### config.mk
export PLATFORM = sky130hd
export DESIGN_NAME = udivision_reciprocal_iter
export DESIGN_NICKNAME = d
export VERILOG_FILES = /design/src/rtl/udivision_pkg.sv /design/src/rtl/udivision_restore_step.sv /design/src/rtl/udivision_reciprocal_iter.sv
export SDC_FILE = /design/constraint.sdc
export NUM_CORES = 1
export LEC_CHECK = 0
export BUFFER_PORTS_ARGS = -buffer_cell sky130_fd_sc_hd__buf_2
export CORE_MARGIN = 8
export CORE_UTILIZATION = 60
export CTS_CLUSTER_SIZE = 8
export DETAILED_ROUTE_END_ITERATION = 7
export MAX_ROUTING_LAYER = met4
export PLACE_DENSITY = 0.81
export SLEW_MARGIN = 20
export SYNTH_ARGS = -nofsm -noshare
export SYNTH_HDL_FRONTEND = slang
export SYNTH_SLANG_ARGS = --single-unit
### constraint.sdc
create_clock -name clk -period 3.15 [get_ports clk]
set_input_delay 0.63 -clock clk [delete_from_list [all_inputs] [get_ports clk]]
set_output_delay 0.63 -clock clk [all_outputs]
set_load 0.02 [all_outputs]
### src/rtl/udivision_pkg.sv
// Shared types and helpers for the iterative reciprocal unit.
//   state_t   : controller state encoding (IDLE, BUSY, DONE)
//   recip_sat : all-ones pattern of the requested width (up to 64 bits),
//               used as the clamped result for x <= 1 and on overflow.
package udivision_pkg;

  typedef enum logic [1:0] {
    IDLE = 2'd0,
    BUSY = 2'd1,
    DONE = 2'd2
  } state_t;

  // Returns a 64-bit word whose low n bits are ones; callers size-cast it.
  function automatic logic [63:0] recip_sat(input int unsigned n);
    logic [63:0] r;
    r = '0;
    for (int i = 0; i < 64; i++) begin
      if (i < n) r[i] = 1'b1;
    end
    return r;
  endfunction

endpackage

### src/rtl/udivision_restore_step.sv
// One radix-2 restoring-division step, purely combinational.
//   rem      : partial remainder (N_BITS_IN+1 bits, always < x on entry)
//   x        : divisor
//   rem_next : remainder after shifting in a zero and conditionally subtracting
//   qbit     : quotient bit produced by this step
module udivision_restore_step #(
  parameter int N_BITS_IN = 12
) (
  input  logic [N_BITS_IN:0]   rem,
  input  logic [N_BITS_IN-1:0] x,
  output logic [N_BITS_IN:0]   rem_next,
  output logic                 qbit
);

  logic [N_BITS_IN:0] t;

  // rem < x < 2^N_BITS_IN, so the shifted value never loses its top bit.
  assign t        = rem << 1;
  assign qbit     = (t >= {1'b0, x});
  assign rem_next = qbit ? (t - {1'b0, x}) : t;

endmodule

### src/rtl/udivision_reciprocal_iter.sv
// Iterative reciprocal: m_tdata = floor (or round-half-up) of 2^N_BITS_OUT / x,
// one quotient bit per cycle via restoring division.
//   clk, rst            : clock, synchronous active-high reset
//   s_tdata/s_tuser     : divisor x and sideband, s_tvalid/s_tready handshake
//   m_tdata/m_tuser     : reciprocal and returned sideband
//   m_div_zero          : result came from x == 0
//   m_saturated         : true result did not fit, clamped to all-ones
//   m_tvalid/m_tready   : result handshake
//   fsm_state           : controller state, for observation
//
// Handshake: a transfer happens on a rising edge where valid && ready are both
// high. The producer holds data stable while valid is high and ready is low;
// valid never waits on ready. One operand is in flight at a time: s_tready is
// high only in IDLE, and m_tvalid with its data/flags is held in DONE until
// taken.
module udivision_reciprocal_iter
  import udivision_pkg::*;
#(
  parameter int N_BITS_IN  = 12,
  parameter int N_BITS_OUT = 16,
  parameter int USER_W     = 1,
  parameter int ROUND      = 0
) (
  input  logic                  clk,
  input  logic                  rst,
  input  logic [N_BITS_IN-1:0]  s_tdata,
  input  logic [USER_W-1:0]     s_tuser,
  input  logic                  s_tvalid,
  output logic                  s_tready,
  output logic [N_BITS_OUT-1:0] m_tdata,
  output logic [USER_W-1:0]     m_tuser,
  output logic                  m_div_zero,
  output logic                  m_saturated,
  output logic                  m_tvalid,
  input  logic                  m_tready,
  output state_t                fsm_state
);

  localparam int CNT_W = $clog2(N_BITS_OUT);
  localparam logic [N_BITS_OUT-1:0] SAT = N_BITS_OUT'(recip_sat(N_BITS_OUT));
  localparam logic [N_BITS_OUT-1:0] ONE = {{(N_BITS_OUT-1){1'b0}}, 1'b1};

  state_t                state, state_n;
  logic [CNT_W-1:0]      cnt, cnt_n;
  logic [N_BITS_IN:0]    rem, rem_n;
  logic [N_BITS_OUT-1:0] q, q_n;
  logic [N_BITS_IN-1:0]  x_q, x_n;
  logic [USER_W-1:0]     user_q, user_n;

  logic                  s_tready_n;
  logic [N_BITS_OUT-1:0] m_tdata_n;
  logic [USER_W-1:0]     m_tuser_n;
  logic                  m_div_zero_n, m_saturated_n, m_tvalid_n;

  logic [N_BITS_IN:0]    step_rem;
  logic                  step_qbit;
  logic [N_BITS_OUT-1:0] q_step;
  logic [N_BITS_IN:0]    rem_dbl;
  logic                  round_up;

  assign fsm_state = state;

  udivision_restore_step #(.N_BITS_IN(N_BITS_IN)) u_step (
    .rem      (rem),
    .x        (x_q),
    .rem_next (step_rem),
    .qbit     (step_qbit)
  );

  always_ff @(posedge clk) begin
    if (rst) begin
      state       <= IDLE;
      cnt         <= '0;
      rem         <= '0;
      q           <= '0;
      x_q         <= '0;
      user_q      <= '0;
      s_tready    <= 1'b0;
      m_tdata     <= '0;
      m_tuser     <= '0;
      m_div_zero  <= 1'b0;
      m_saturated <= 1'b0;
      m_tvalid    <= 1'b0;
    end else begin
      state       <= state_n;
      cnt         <= cnt_n;
      rem         <= rem_n;
      q           <= q_n;
      x_q         <= x_n;
      user_q      <= user_n;
      s_tready    <= s_tready_n;
      m_tdata     <= m_tdata_n;
      m_tuser     <= m_tuser_n;
      m_div_zero  <= m_div_zero_n;
      m_saturated <= m_saturated_n;
      m_tvalid    <= m_tvalid_n;
    end
  end

  always_comb begin
    state_n       = state;
    cnt_n         = cnt;
    rem_n         = rem;
    q_n           = q;
    x_n           = x_q;
    user_n        = user_q;
    s_tready_n    = s_tready;
    m_tdata_n     = m_tdata;
    m_tuser_n     = m_tuser;
    m_div_zero_n  = m_div_zero;
    m_saturated_n = m_saturated;
    m_tvalid_n    = m_tvalid;

    q_step        = q;
    q_step[cnt]   = step_qbit;
    // Remainder after the last step decides round-half-up: 2*rem >= x.
    rem_dbl       = step_rem << 1;
    round_up      = (ROUND != 0) && (rem_dbl >= {1'b0, x_q});

    case (state)
      IDLE: begin
        s_tready_n = 1'b1;
        if (s_tvalid && s_tready) begin
          x_n        = s_tdata;
          user_n     = s_tuser;
          rem_n      = {{N_BITS_IN{1'b0}}, 1'b1};
          q_n        = '0;
          cnt_n      = CNT_W'(N_BITS_OUT - 1);
          s_tready_n = 1'b0;
          state_n    = BUSY;
        end
      end

      BUSY: begin
        if (x_q[N_BITS_IN-1:1] == '0) begin
          // x <= 1 spends a single cycle here so its result lands one edge
          // after acceptance; the quotient datapath is bypassed.
          m_tdata_n     = SAT;
          m_tuser_n     = user_q;
          m_saturated_n = 1'b1;
          m_div_zero_n  = ~x_q[0];
          m_tvalid_n    = 1'b1;
          state_n       = DONE;
        end else begin
          rem_n = step_rem;
          q_n   = q_step;
          if (cnt == '0) begin
            m_tuser_n     = user_q;
            m_div_zero_n  = 1'b0;
            m_saturated_n = 1'b0;
            m_tdata_n     = q_step;
            if (round_up) begin
              if (&q_step) begin
                m_tdata_n     = SAT;
                m_saturated_n = 1'b1;
              end else begin
                m_tdata_n = q_step + ONE;
              end
            end
            m_tvalid_n = 1'b1;
            state_n    = DONE;
          end else begin
            cnt_n = cnt - CNT_W'(1);
          end
        end
      end

      DONE: begin
        if (m_tready) begin
          m_tvalid_n    = 1'b0;
          m_div_zero_n  = 1'b0;
          m_saturated_n = 1'b0;
          s_tready_n    = 1'b1;
          state_n       = IDLE;
        end
      end

      default: begin
        state_n    = IDLE;
        s_tready_n = 1'b0;
        m_tvalid_n = 1'b0;
      end
    endcase
  end

endmodule
==> results.txt, run 1 <==
At the end of routability-driven placement, the weighted congestion stood at 0.974. Net switching is 35.2% of the power. Sequential cells were found to cover 37.9% of the synthesized design area. The H-tree was split into 3 levels. Summed over all cells, the static leakage comes to 0.00152 uW.

The die covers 0.00862 mm2. The clock-pin slew on the worst setup and hold paths is 0.07 ns, and the CTS sink count is 67. At the worst endpoint, the required time is 3.34 ns. The number of inserted diodes was 0.

The cell internal power dissipation was 1520 uW. The estimated wirelength of the detail-placed design was 6130 um; the worst reg2reg path depth was 7. The post-synthesis async set-or-reset flop share is 0%, and the initial antenna violation count is 0. The number of warnings reported in the yosys synthesis log was 0; the number of violations reported at the end of detailed-routing iteration 0 was 153. Counting along the longest clock path gives a buffer depth of 2. The number of non-filler instances in the completed layout is 541. For the number of CTS-inserted buffers, the log shows 9.

The worst setup path is launched from a flip-flop. The logs give 60.9% for the starting density of the core and 4010 um for the wire length on met2. From synthesis to final layout, the design area changed by 11.1%. For this run, the total global-route usage over all layers was measured as 20.5%. Dividing the detail-routed via count by the number of cells gives 5.82. For the area used by sequential logic in the layout, the log shows 0.00134 mm2. The first global-routing pass estimated 14100 um of wire. Wire length on met1: 3900 um.

Ratio of final minimum period to clock period: 80.5%. The tools report the number of nets still failing antenna checks after routing as 0. The cell count of the worst hold path is 2. The logs give 0 for the overall overflow remaining after global route and 496 for the final net count.

The top layer reached by signal wires was met4. The synthesized design contains 0 enable-type register cells. Counting I/O delays and the setup requirement, the final critical path takes 2.54 ns.

Setup repair after global routing left no endpoint under its margin. The endpoint class of the critical path is a flip-flop. The total power density per cell area was 597 mW/mm2. For the pin with the worst max-slew slack, the measured transition is 0.835 ns. The count of boundary I/O pins came out at 40.

For the largest voltage drop on the vdd net, the log shows 384 uV. The share of total power in the clock network is 31.1%, and the number of hold buffers added after cts is 0. The clock reaches the later pin of the worst-skew pair after 0.34 ns. The area of the multi-input gates was 0.00199 mm2. The pin count of the biggest net entering global routing was 45; the via count was 3148. Maximum clock skew at final layout: 0.0162 ns. The die is 92.8 um wide.

The analysis attributes to net switching a power of 827 uW. Dividing the detail-routed wire length by the instance count gives 15.4 um. The number of setup buffers added after CTS is 0.

The flow ran to the end, and the final reports show no timing, DRC or antenna violations. For the count of different cell masters after synthesis, the log shows 57. The final-report hold violation count was 0.

Worst setup path category: flip-flop to flip-flop. The routed length on met3 is 309 um. The tool flagged a number of max-cap violations equal to 0. The synthesized cell area was 0.00354 mm2. The logs give 28.9% for the part of the total power dissipated in combinational logic and 516 for the number of fill cells.

Quantity of gates resized following cts: 0. In this run, flip-flops and latches consume 40.0% of the power. The run gives 394 MHz as the maximum achievable frequency. TritonCTS built the clock tree. The fraction of layout cells with a size suffix above 1 was 16.1%; the sum of negative setup slack was 0 ns. The tree is rooted in a sky130_fd_sc_hd__clkbuf_8.

The number of global-route vias before repair came out at 3001. The floorplan step set the die height to 92.8 um. Setup violations remaining at the end of the flow were counted as 0. The count of input and output buffers is 39. The final number of max-transition violations came out at 0.

After detailed placement, the design holds a cell count of 525. In this run the worst path has a maximum fanout of 16. For the total number of placement rows, the log shows 28. The arrival time at the worst endpoint was 2.72 ns; the post-route DRC violation count was 0. The total wire length after detailed routing was 8350 um.

The tightest min-delay check is of the flip-flop to flip-flop type. The region available for standard cell placement spans 0.00582 mm2. The first detailed-routing pass ran for 4 iterations. For this run, the leading register cell type out of synthesis is sky130_fd_sc_hd__dfxtp_1.

Synthesis produced 432 cells. The post-synthesis average cell area works out to 8.20 um2. Synthesis inferred 67 register bits. The number of nets handed over by synthesis was 467. In this run the tightest slew margin relative to its limit is 44.3%.
-- registers in the layout (all words and copies together) (netlist names) --
signal,count
cnt,4
fsm_state,2
m_div_zero,1
m_saturated,1
m_tdata,16
m_tuser,1
m_tvalid,1
q,15
rem,12
s_tready,1
user_q,1
x_q,12
-- metal layers --
metal / GRT usage [%] / vias to the layer above
li1: - / 1593
met3: 4.21 / 19
met5: - / -
met4: 6.98 / 0
met2: 31.5 / 83
met1: 26.0 / 1453
-- worst max-delay path, stage by stage, from the launching register on --
cell,delay (ns)
sky130_fd_sc_hd__dfxtp_1,0.40
sky130_fd_sc_hd__inv_1,0.06
sky130_fd_sc_hd__ha_1,0.36
sky130_fd_sc_hd__a21o_1,0.23
sky130_fd_sc_hd__a31oi_1,0.41
sky130_fd_sc_hd__a21oi_4,0.19
sky130_fd_sc_hd__o21ai_2,0.53
sky130_fd_sc_hd__o221ai_1,0.21
-- layout make-up --
class / count / share of cell area [%]
Sequential cell: 67 / 34.1
Clock inverter: 5 / 1.53
Clock buffer: 11 / 3.59
Multi-Input combinational cell: 318 / 50.7
Timing Repair Buffer: 42 / 5.53
Tap cell: 75 / 2.38
Inverter: 23 / 2.19
-- cell usage in the layout (no fill, tap or decap), types with 6 or more instances in the layout --
master	n
sky130_fd_sc_hd__nor3_1	21
sky130_fd_sc_hd__ha_1	17
sky130_fd_sc_hd__nor2_1	27
sky130_fd_sc_hd__dfxtp_1	67
sky130_fd_sc_hd__xor2_1	6
sky130_fd_sc_hd__o21ai_1	6
sky130_fd_sc_hd__inv_1	23
sky130_fd_sc_hd__nand3_1	9
sky130_fd_sc_hd__nand2_1	66
sky130_fd_sc_hd__o21ai_0	24
sky130_fd_sc_hd__a21oi_1	43
sky130_fd_sc_hd__buf_2	39
sky130_fd_sc_hd__clkbuf_8	10
sky130_fd_sc_hd__nor3b_1	11
sky130_fd_sc_hd__o211ai_1	9
-- cell usage after synthesis (3+ instances only) --
library cell               instances  share of area, %
sky130_fd_sc_hd__nor2b_1           5              0.88
sky130_fd_sc_hd__dfxtp_1          67                38
sky130_fd_sc_hd__nor3b_1          11               2.3
sky130_fd_sc_hd__nand2_1          66               7.0
sky130_fd_sc_hd__xor2_1            6               1.5
sky130_fd_sc_hd__nand3_1           9               1.3
sky130_fd_sc_hd__o21ai_0          24               3.4
sky130_fd_sc_hd__a31oi_1           5              0.88
sky130_fd_sc_hd__o21a_1            3              0.64
sky130_fd_sc_hd__o31a_1            3              0.74
sky130_fd_sc_hd__o21ai_1           6              0.85
sky130_fd_sc_hd__clkbuf_1          8              0.85
sky130_fd_sc_hd__o211ai_1          9               1.9
sky130_fd_sc_hd__inv_1            23               2.4
sky130_fd_sc_hd__a21oi_1          43               6.1
sky130_fd_sc_hd__a311oi_1          5               1.2
sky130_fd_sc_hd__xnor2_1           3              0.74
sky130_fd_sc_hd__ha_1             17               6.0
sky130_fd_sc_hd__nor2_1           27               2.9
sky130_fd_sc_hd__o22ai_1           4              0.71
sky130_fd_sc_hd__nand2b_1          4              0.71
sky130_fd_sc_hd__nor3_1           22               3.1
sky130_fd_sc_hd__o31ai_1           3              0.64
sky130_fd_sc_hd__a21o_1            5               1.1
sky130_fd_sc_hd__buf_2            10               1.4
-- kinds of logic (layout without fill, tap and decap cells) --
family | after synthesis | in the layout | synth area share, %
xor+xnor | 9 | 9 | 2.23
simple gates | 162 | 162 | 23.1
buf+inv | 47 | 81 | 5.97
flops | 67 | 67 | 37.9
mux | 1 | 1 | 0.283
fa+ha+maj | 18 | 18 | 6.57
compound gates | 128 | 128 | 24.0
-- per-stage QoR --
| stage | power, uW | utilization [%] | worst slack (ns) | area (um2) | hold slack (ns) |
|---|---|---|---|---|---|
| CTS | 2360 | 67.7 | 0.601 | 3940 | 0.460 |
| global placement | 1620 | 64.2 | 0.708 | 3730 | 0.444 |
| detailed placement | 1630 | 64.2 | 0.626 | 3730 | 0.449 |
| global route | 2480 | 67.7 | 0.415 | 3940 | 0.483 |
| floorplan | 1490 | - | 1.04 | 3540 | 0.435 |
| finish | 2350 | 67.7 | 0.613 | 3940 | 0.460 |
-- final timing paths --
check                endpoint  slack, ns   startpoint
setup reg to reg      rem[11]       0.61       x_q[6]
hold reg to reg   m_saturated       0.46  m_saturated
hold / removal    m_saturated       0.46  m_saturated
setup / recovery      rem[11]       0.61       x_q[6]
-- power groups by stage --
stage	Combinational (uW)	Sequential (uW)	Clock [uW]
after global routing	753	946	780
after CTS	678	939	738
after floorplan	523	972	0
after global placement	663	956	0
final	680	939	731
after detailed placement	673	958	0
Note: power is estimated with default switching activity, not from simulation.
==> run 2: changes to the inputs <==
--- a/config.mk
+++ b/config.mk
@@ -7,11 +7,11 @@
 export LEC_CHECK = 0
 export BUFFER_PORTS_ARGS = -buffer_cell sky130_fd_sc_hd__buf_2
 export CORE_MARGIN = 8
-export CORE_UTILIZATION = 60
+export CORE_UTILIZATION = 53
 export CTS_CLUSTER_SIZE = 8
 export DETAILED_ROUTE_END_ITERATION = 7
 export MAX_ROUTING_LAYER = met4
-export PLACE_DENSITY = 0.81
+export PLACE_DENSITY = 0.76
 export SLEW_MARGIN = 20
 export SYNTH_ARGS = -nofsm -noshare
 export SYNTH_HDL_FRONTEND = slang
==> constraint.sdc (replaced) <==
create_clock -name clk -period 2.1 [get_ports clk]
set_input_delay 0.42 -clock clk [delete_from_list [all_inputs] [get_ports clk]]
set_output_delay 0.42 -clock clk [all_outputs]
set_load 0.02 [all_outputs]
==> run 2 against run 1 <==
  * Fmax is 23% higher
  * Via count is 9.8% higher
  * Sequential share of layout area is 3.9 points lower
  * Total power is 68% higher
  * Routed wire length is 14% higher
  * Clock skew is 0.0049 ns lower
  * Global-route usage is 0.16 points lower
  * Core utilization is 1.8 points higher
  * Hold slack worse by 0.17 ns
  * Final area is 13% higher
  * Largest power group unchanged
==> results.txt, run 2 (synthesis gave the netlist of run 1 again) <==
The flow ran to the end, and the final reports show no timing, DRC or antenna violations. Setup repair after global routing could not meet its margin everywhere. Category of the worst setup path launch point: a flip-flop (unchanged). The final number of max-transition violations is 0 (unchanged). The number of global-route vias before repair was 3247 (was 3001).

Total track usage: 20.3% (was 20.5%). Leading registers by flop count: m_tdata: 16 flops, q: 15 flops (unchanged). The standby leakage power came out at 0.00178 uW (was 0.00152 uW).

The arrival time at the worst endpoint is 2.31 ns (was 2.72 ns). The run gives 0.0113 ns (was 0.0162 ns) as the maximum clock skew at final layout. The number of hold buffers added after cts came out at 0 (unchanged). The pin slew with the least headroom to its limit was 0.650 ns (was 0.835 ns). The number of flip-flops under the largest register name is 16 (unchanged), and the final net count is 539 (was 496). The run gives 9550 um (was 8350 um) as the total wire length after detailed routing.

The root buffer cell was sky130_fd_sc_hd__clkbuf_8 (unchanged). The area growth from synthesis to final layout came out at 26.0% (was 11.1%). The die area came out at 0.00956 mm2 (was 0.00862 mm2).

The first-pass iteration count of the detailed router was 5 (was 4). Worst setup path category: flip-flop to flip-flop (unchanged). Data required time of the worst path: 2.35 ns (was 3.34 ns). The most common cell after layout, fill and taps aside was sky130_fd_sc_hd__nand2_1 (was sky130_fd_sc_hd__dfxtp_1). The class of the tightest hold or removal check is input pin to flip-flop (was flip-flop to flip-flop).

The internal reg-to-reg setup slack was 0.04 ns (was 0.61 ns); the via density per instance was 5.90 (was 5.82). The fraction of layout cells with a size suffix above 1 was 28.5% (was 16.1%). The tools report the capture point of the worst path as rem[10] (was rem[11]). The run gives 0 (unchanged) as the final number of setup-violating endpoints.

The total number of placement rows was 29 (was 28); the total number of H-tree levels was 3 (unchanged). TritonCTS built the clock tree. Die span in x: 97.8 um (was 92.8 um). The CTS sink count is 67 (unchanged), and the initial antenna violation count is 0 (unchanged). The run gives 0.00642 mm2 (was 0.00582 mm2) as the core box area.

Endpoint class of the critical path: a flip-flop (unchanged). The largest voltage drop on the vdd net is 525 uV (was 384 uV). The critical register-to-register path startpoint was x_q[1] (was x_q[6]). The run gives 40 (unchanged) as the count of boundary I/O pins. The estimated wirelength of the detail-placed design is 6570 um (was 6130 um).

The clock-pin slew on the worst setup and hold paths is 0.08 ns (was 0.07 ns), and the number of placed instances, taps included is 569 (was 525). The start point of the critical path was x_q[1] (was x_q[6]). Post-route DRC violation count: 0 (unchanged).

The sum of internal, switching and leakage power was 3950 uW (was 2350 uW); the number of inserted diodes was 0 (unchanged). The logs give 0 (unchanged) for the overall overflow remaining after global route and 0 (unchanged) for the final-report hold violation count. The via count came out at 3455 (was 3148).

The die outline height came out at 97.8 um (was 92.8 um). The tools report the number of max-capacitance violations reported as 0 (unchanged). The reg-to-reg endpoint is rem[10] (was rem[11]).

Highest-count cells in the layout ignoring fill and taps: 66 x sky130_fd_sc_hd__nand2_1, 62 x sky130_fd_sc_hd__dfxtp_1, 42 x sky130_fd_sc_hd__a21oi_1, 41 x sky130_fd_sc_hd__buf_4, 39 x sky130_fd_sc_hd__buf_2 (was 67 x sky130_fd_sc_hd__dfxtp_1, 66 x sky130_fd_sc_hd__nand2_1, 43 x sky130_fd_sc_hd__a21oi_1, 39 x sky130_fd_sc_hd__buf_2, 27 x sky130_fd_sc_hd__nor2_1). For the final weighted congestion of routability-driven global placement, the log shows 0.933 (was 0.974). Register containing the most flip-flops in the final layout: m_tdata (unchanged). The clock insertion delay at the later pin of the skew report is 0.36 ns (was 0.34 ns). The logs give 485 MHz (was 394 MHz) for the maximum achievable frequency and 15500 um (was 14100 um) for the wire length of the first global-routing pass. The run gives 41 (was 45) as the pin count of the biggest net entering global routing. The total power density per cell area came out at 886 mW/mm2 (was 597 mW/mm2). The ratio of final minimum period to clock period is 98.2% (was 80.5%). For the number of non-filler instances in the completed layout, the log shows 586 (was 541). The worst reg2reg path depth came out at 10 (was 7). The starting density of the core is 55.2% (was 60.9%), and the relative slew slack is 56.5% (was 44.3%). Count of input and output buffers: 39 (unchanged).

The run gives 9 (unchanged) as the number of CTS-inserted buffers. For the buffer depth of the longest clock path, the log shows 2 (unchanged). Average wire per cell in the routed design: 16.3 um (was 15.4 um). The largest driver fanout on the critical path was 5 (was 16); the number of violations reported at the end of detailed-routing iteration 0 was 285 (was 153).

The time the final worst path needs with I/O delays and setup is 2.06 ns (was 2.54 ns), and the number of nets still failing antenna checks after routing is 0 (unchanged).
## run 2: cell types whose count changed in the layout (fill, tap and decap cells not counted), moves of 3 or more
| cell | previous run | this run |
|---|---|---|
| sky130_fd_sc_hd__ha_1 | 17 | 11 |
| sky130_fd_sc_hd__inv_1 | 23 | 20 |
| sky130_fd_sc_hd__inv_2 | 0 | 3 |
| sky130_fd_sc_hd__buf_6 | 0 | 3 |
| sky130_fd_sc_hd__buf_4 | 3 | 41 |
| sky130_fd_sc_hd__dfxtp_1 | 67 | 62 |
| sky130_fd_sc_hd__ha_4 | 0 | 5 |
| sky130_fd_sc_hd__dfxtp_2 | 0 | 5 |
## run 2: layer usage
layer | vias up | part of all wire (%) | global-route usage (%)
li1 | 1664 | - | -
met1 | 1639 | 45 | 25.3
met3 | 21 | 5.8 | 3.69
met2 | 131 | 47 | 31.3
met4 | 0 | 2.0 | 9.11
met5 | - | 0 | -
## run 2: critical path: stages (launching register included)
cell,delay (ns)
sky130_fd_sc_hd__dfxtp_1,0.34
sky130_fd_sc_hd__inv_1,0.04
sky130_fd_sc_hd__ha_1,0.29
sky130_fd_sc_hd__ha_1,0.17
sky130_fd_sc_hd__nand2_1,0.08
sky130_fd_sc_hd__nor4_2,0.25
sky130_fd_sc_hd__a31o_4,0.23
sky130_fd_sc_hd__inv_2,0.06
sky130_fd_sc_hd__buf_4,0.14
sky130_fd_sc_hd__a41oi_1,0.24
sky130_fd_sc_hd__o31ai_1,0.10
## run 2: area by class of cell
cell class	count	area, um2
inverters	23	86.3
repair buffers	85	577
clock inverters	6	73.8
multi-input cells	318	2150
fillers	477	1960
flip-flops and latches	67	1350
well taps	77	96.3
clock buffers	10	138
## run 2: stage by stage
stage / area, um2 / hold WS [ns] / worst slack [ns] / TNS [ns] / util [%]
floorplan: 3560 / 0.435 / 0.00422 / 0 / -
global placement: 4090 / 0.446 / 0.0806 / 0 / 63.7
detailed placement: 4090 / 0.453 / 0.00881 / 0 / 63.7
CTS: 4300 / 0.285 / -0.00139 / -0.00139 / 67.0
global route: 4460 / 0.294 / -0.0443 / -0.165 / 69.5
finish: 4460 / 0.289 / 0.0388 / 0 / 69.5
## run 2: timing repair
item | CTS | global route
resized for setup | 0 | 33
buffers inserted | 0 | 1
endpoints found under the setup margin | 1 | 30
pin swaps | 0 | 8
endpoints found under the hold margin | 0 | 0
## run 2: worst min path at each step
stage / startpoint / slack [ns] / depth (start not counted) / end
2_1_floorplan: q[4] / 0.43 / 2 / q[4]
3_3_place_gp: q[15] / 0.45 / 2 / q[15]
3_5_place_dp: user_q / 0.45 / 2 / user_q
4_1_cts: s_tuser / 0.29 / 3 / user_q
5_1_grt: s_tuser / 0.29 / 3 / user_q
6_report: s_tdata[6] / 0.29 / 3 / x_q[6]
## run 2: where the power goes
part	total (uW)	leakage, uW	internal [uW]	switching [uW]
clock	1160	0.000101	592	564
sequential	1400	0.000546	1340	58.4
combinational	1400	0.00113	609	788
==> run 3: changes to the inputs <==
--- a/config.mk
+++ b/config.mk
@@ -12,6 +12,7 @@
 export DETAILED_ROUTE_END_ITERATION = 7
 export MAX_ROUTING_LAYER = met4
 export PLACE_DENSITY = 0.76
+export RECOVER_POWER = 50
 export SLEW_MARGIN = 20
 export SYNTH_ARGS = -nofsm -noshare
 export SYNTH_HDL_FRONTEND = slang
==> run 3 against run 2 <==
  * Hold slack is essentially flat
  * First-iteration DRC count is 1.1% higher
  * Core utilization is 0.74 points lower
  * Clock-buffer cell count did not move
  * Sequential share of layout area up 0.32 points
  * Die area did not move
  * Total power down 0.25%
  * Setup slack got worse by 0.0038 ns
  * Via count shrank 0.67%
  * Sequential power about the same
  * Highest routed layer unchanged
==> results.txt, run 3 (synthesis gave the netlist of run 1 again) <==
Overall overflow remaining after global route: 0 (unchanged). The final weighted congestion of routability-driven global placement is 0.933 (unchanged). Met1 capacity usage during global routing: 25.3% (unchanged). The tools report the final number of setup-violating endpoints as 0 (unchanged). The fraction of layout cells with a size suffix above 1 works out to 23.8% (was 28.5%). The total power density per cell area works out to 893 mW/mm2 (was 886 mW/mm2). The final-report hold violation count is 0 (unchanged), and the die outline height is 97.8 um (unchanged).

The number of nets still failing antenna checks after routing is 0 (unchanged). The worst setup path category is flip-flop to flip-flop (unchanged). The initial antenna violation count came out at 0 (unchanged).

The peak per-stage delay on the critical path was 0.34 ns (about the same); the estimated wirelength of the detail-placed design was 6570 um (unchanged). The via density per instance is 5.86 (was 5.90). The tools report the number of CTS-inserted buffers as 9 (unchanged). The number of inserted diodes is 0 (unchanged), and the arrival time at the worst endpoint is 2.31 ns (about the same).

Ordered cell list for the critical path: inv_1 > ha_1 > ha_1 > nand2_1 > nor4_2 > a31o_4 > inv_2 > buf_4 > a41oi_1 > o31ai_1 (unchanged). The run gives 20.3% (unchanged) as the total track usage. Worst path setup slack after routing: 0.0350 ns (was 0.0388 ns). The tools report the number of global-route vias before repair as 3247 (unchanged). The kind of cell with the highest combined delay on the critical path is compound AO/OA/AOI/OAI gates (unchanged). The number of flip-flops under the largest register name came out at 16 (unchanged).

The via count was 3432 (was 3455); the count of input and output buffers was 39 (unchanged). The run gives 9580 um (was 9550 um) as the total wire length after detailed routing. For the final number of max-transition violations, the log shows 0 (unchanged). The tools report the category of the worst setup path launch point as a flip-flop (unchanged). The data required time of the worst path came out at 2.35 ns (about the same). Sum of buffers and inverters on the critical path: 3 (unchanged). Final net count: 539 (unchanged). The layer with the highest usage is met2 (unchanged). The tools report the total number of H-tree levels as 3 (unchanged). The core box area was 0.00642 mm2 (unchanged). The logs give 2 (unchanged) for the buffer depth of the longest clock path and 533 uV (was 525 uV) for the largest voltage drop on the vdd net. The root buffer cell is sky130_fd_sc_hd__clkbuf_8 (unchanged). The time the final worst path needs with I/O delays and setup is 2.06 ns (about the same), and the global-route met2 utilization is 31.3% (unchanged).

TritonCTS built the clock tree. The logs give 41 (unchanged) for the pin count of the biggest net entering global routing and 5 (unchanged) for the first-pass iteration count of the detailed router. The pin slew with the least headroom to its limit is 0.652 ns (was 0.650 ns). The standby leakage power was 0.00168 uW (was 0.00178 uW). Setup repair after global routing could not meet its margin everywhere. The utilization after layout is 68.8% (was 69.5%).

The slowest cell on the critical path was sky130_fd_sc_hd__dfxtp_1 (unchanged). Most common cell after layout, fill and taps aside: sky130_fd_sc_hd__nand2_1 (unchanged). The clock-pin slew on the worst setup and hold paths is 0.08 ns (about the same), and the starting density of the core is 55.2% (unchanged). Leading registers by flop count: m_tdata: 16 flops, q: 15 flops (unchanged). The die span in x works out to 97.8 um (unchanged). The relative slew slack was 56.4% (was 56.5%). The run gives 29 (unchanged) as the total number of placement rows. The area growth from synthesis to final layout came out at 24.7% (was 26.0%).

The tools report the endpoint class of the critical path as a flip-flop (unchanged). The tools report the post-route DRC violation count as 0 (unchanged). The final worst hold slack is 0.289 ns (about the same). The CTS sink count was 67 (unchanged).

The clock insertion delay at the later pin of the skew report is 0.37 ns (was 0.36 ns). The largest driver fanout on the critical path is 5 (unchanged), and the maximum clock skew at final layout is 0.0110 ns (was 0.0113 ns). For the met3 global-route usage, the log shows 3.69% (unchanged). The run gives 40 (unchanged) as the count of boundary I/O pins. The run gives 0.00881 ns (unchanged) as the pre-CTS setup slack.

The average wire per cell in the routed design is 16.3 um (about the same). The logs give 484 MHz (was 485 MHz) for the maximum achievable frequency and 0 (unchanged) for the number of max-capacitance violations reported. The wire length of the first global-routing pass was 15500 um (unchanged). For the die area, the log shows 0.00956 mm2 (unchanged).

The flow ran to the end, and the final reports show no timing, DRC or antenna violations. The most frequent cell on the critical path is sky130_fd_sc_hd__ha_1 (unchanged). The register containing the most flip-flops in the final layout was m_tdata (unchanged). Class of the tightest hold or removal check: input pin to flip-flop (unchanged). Ratio of final minimum period to clock period: 98.3% (was 98.2%).

Highest-count cells in the layout ignoring fill and taps: 66 x sky130_fd_sc_hd__nand2_1, 62 x sky130_fd_sc_hd__dfxtp_1, 42 x sky130_fd_sc_hd__a21oi_1, 39 x sky130_fd_sc_hd__buf_4, 27 x sky130_fd_sc_hd__nor2_1 (was 66 x sky130_fd_sc_hd__nand2_1, 62 x sky130_fd_sc_hd__dfxtp_1, 42 x sky130_fd_sc_hd__a21oi_1, 41 x sky130_fd_sc_hd__buf_4, 39 x sky130_fd_sc_hd__buf_2). For the number of violations reported at the end of detailed-routing iteration 0, the log shows 288 (was 285).
run 3: cell count changes in the layout (fill, tap and decap cells not counted), sizes merged:
cell	delta
buf	-25
clkbuf	+25
run 3: worst reg2reg max path, delay by kind of cell (launching register included):
family	cells	cell delay [ns]
AND/OR/NAND/NOR	2	0.33
AO/OA/AOI/OAI	3	0.58
flip-flops	1	0.34
adder cells (fa/ha/maj)	2	0.46
buffers and inverters	3	0.24
run 3: worst paths after layout:
kind | startpoint | to | depth (start not counted) | slack, ns
worst min-delay path | s_tdata[6] | x_q[6] | 3 | 0.29
worst max register to register | x_q[1] | rem[10] | 10 | 0.04
worst max-delay path | x_q[1] | rem[10] | 10 | 0.04
worst min register to register | user_q | user_q | 2 | 0.47
run 3: cell type report:
cell class / count / area, um2
multi-input cells: 318 / 2130
fillers: 493 / 2010
flip-flops and latches: 67 / 1350
repair buffers: 85 / 543
clock buffers: 10 / 138
well taps: 77 / 96.3
inverters: 23 / 86.3
clock inverters: 6 / 73.8
run 3: metrics by stage:
step / instances / TNS, ns / total power [uW] / cell area [um2]
2_1_floorplan: 432 / 0 / 2250 / 3560
3_3_place_gp: 569 / 0 / 2640 / 4090
3_5_place_dp: 569 / 0 / 2670 / 4090
4_1_cts: 585 / -0.00139 / 3820 / 4300
5_1_grt: 586 / -0.165 / 4120 / 4420
6_report: 586 / 0 / 3940 / 4420
run 3: layer usage:
layer / part of all wire (%) / vias up
met5: 0 / -
met2: 46 / 124
met3: 5.5 / 15
met1: 47 / 1630
met4: 1.6 / 0
li1: - / 1663
run 3: repair_timing:
item / 4_1_cts / 5_1_grt
setup endpoints to repair: 1 / 30
gates resized for setup: 0 / 33
hold buffers: 0 / 0
buffers inserted: 0 / 1
pin swaps: 0 / 8
run 3: power breakdown:
group | internal (uW) | switching [uW]
clock | 592 | 563
sequential | 1340 | 59.5
combinational | 596 | 791
total | 2530 | 1410
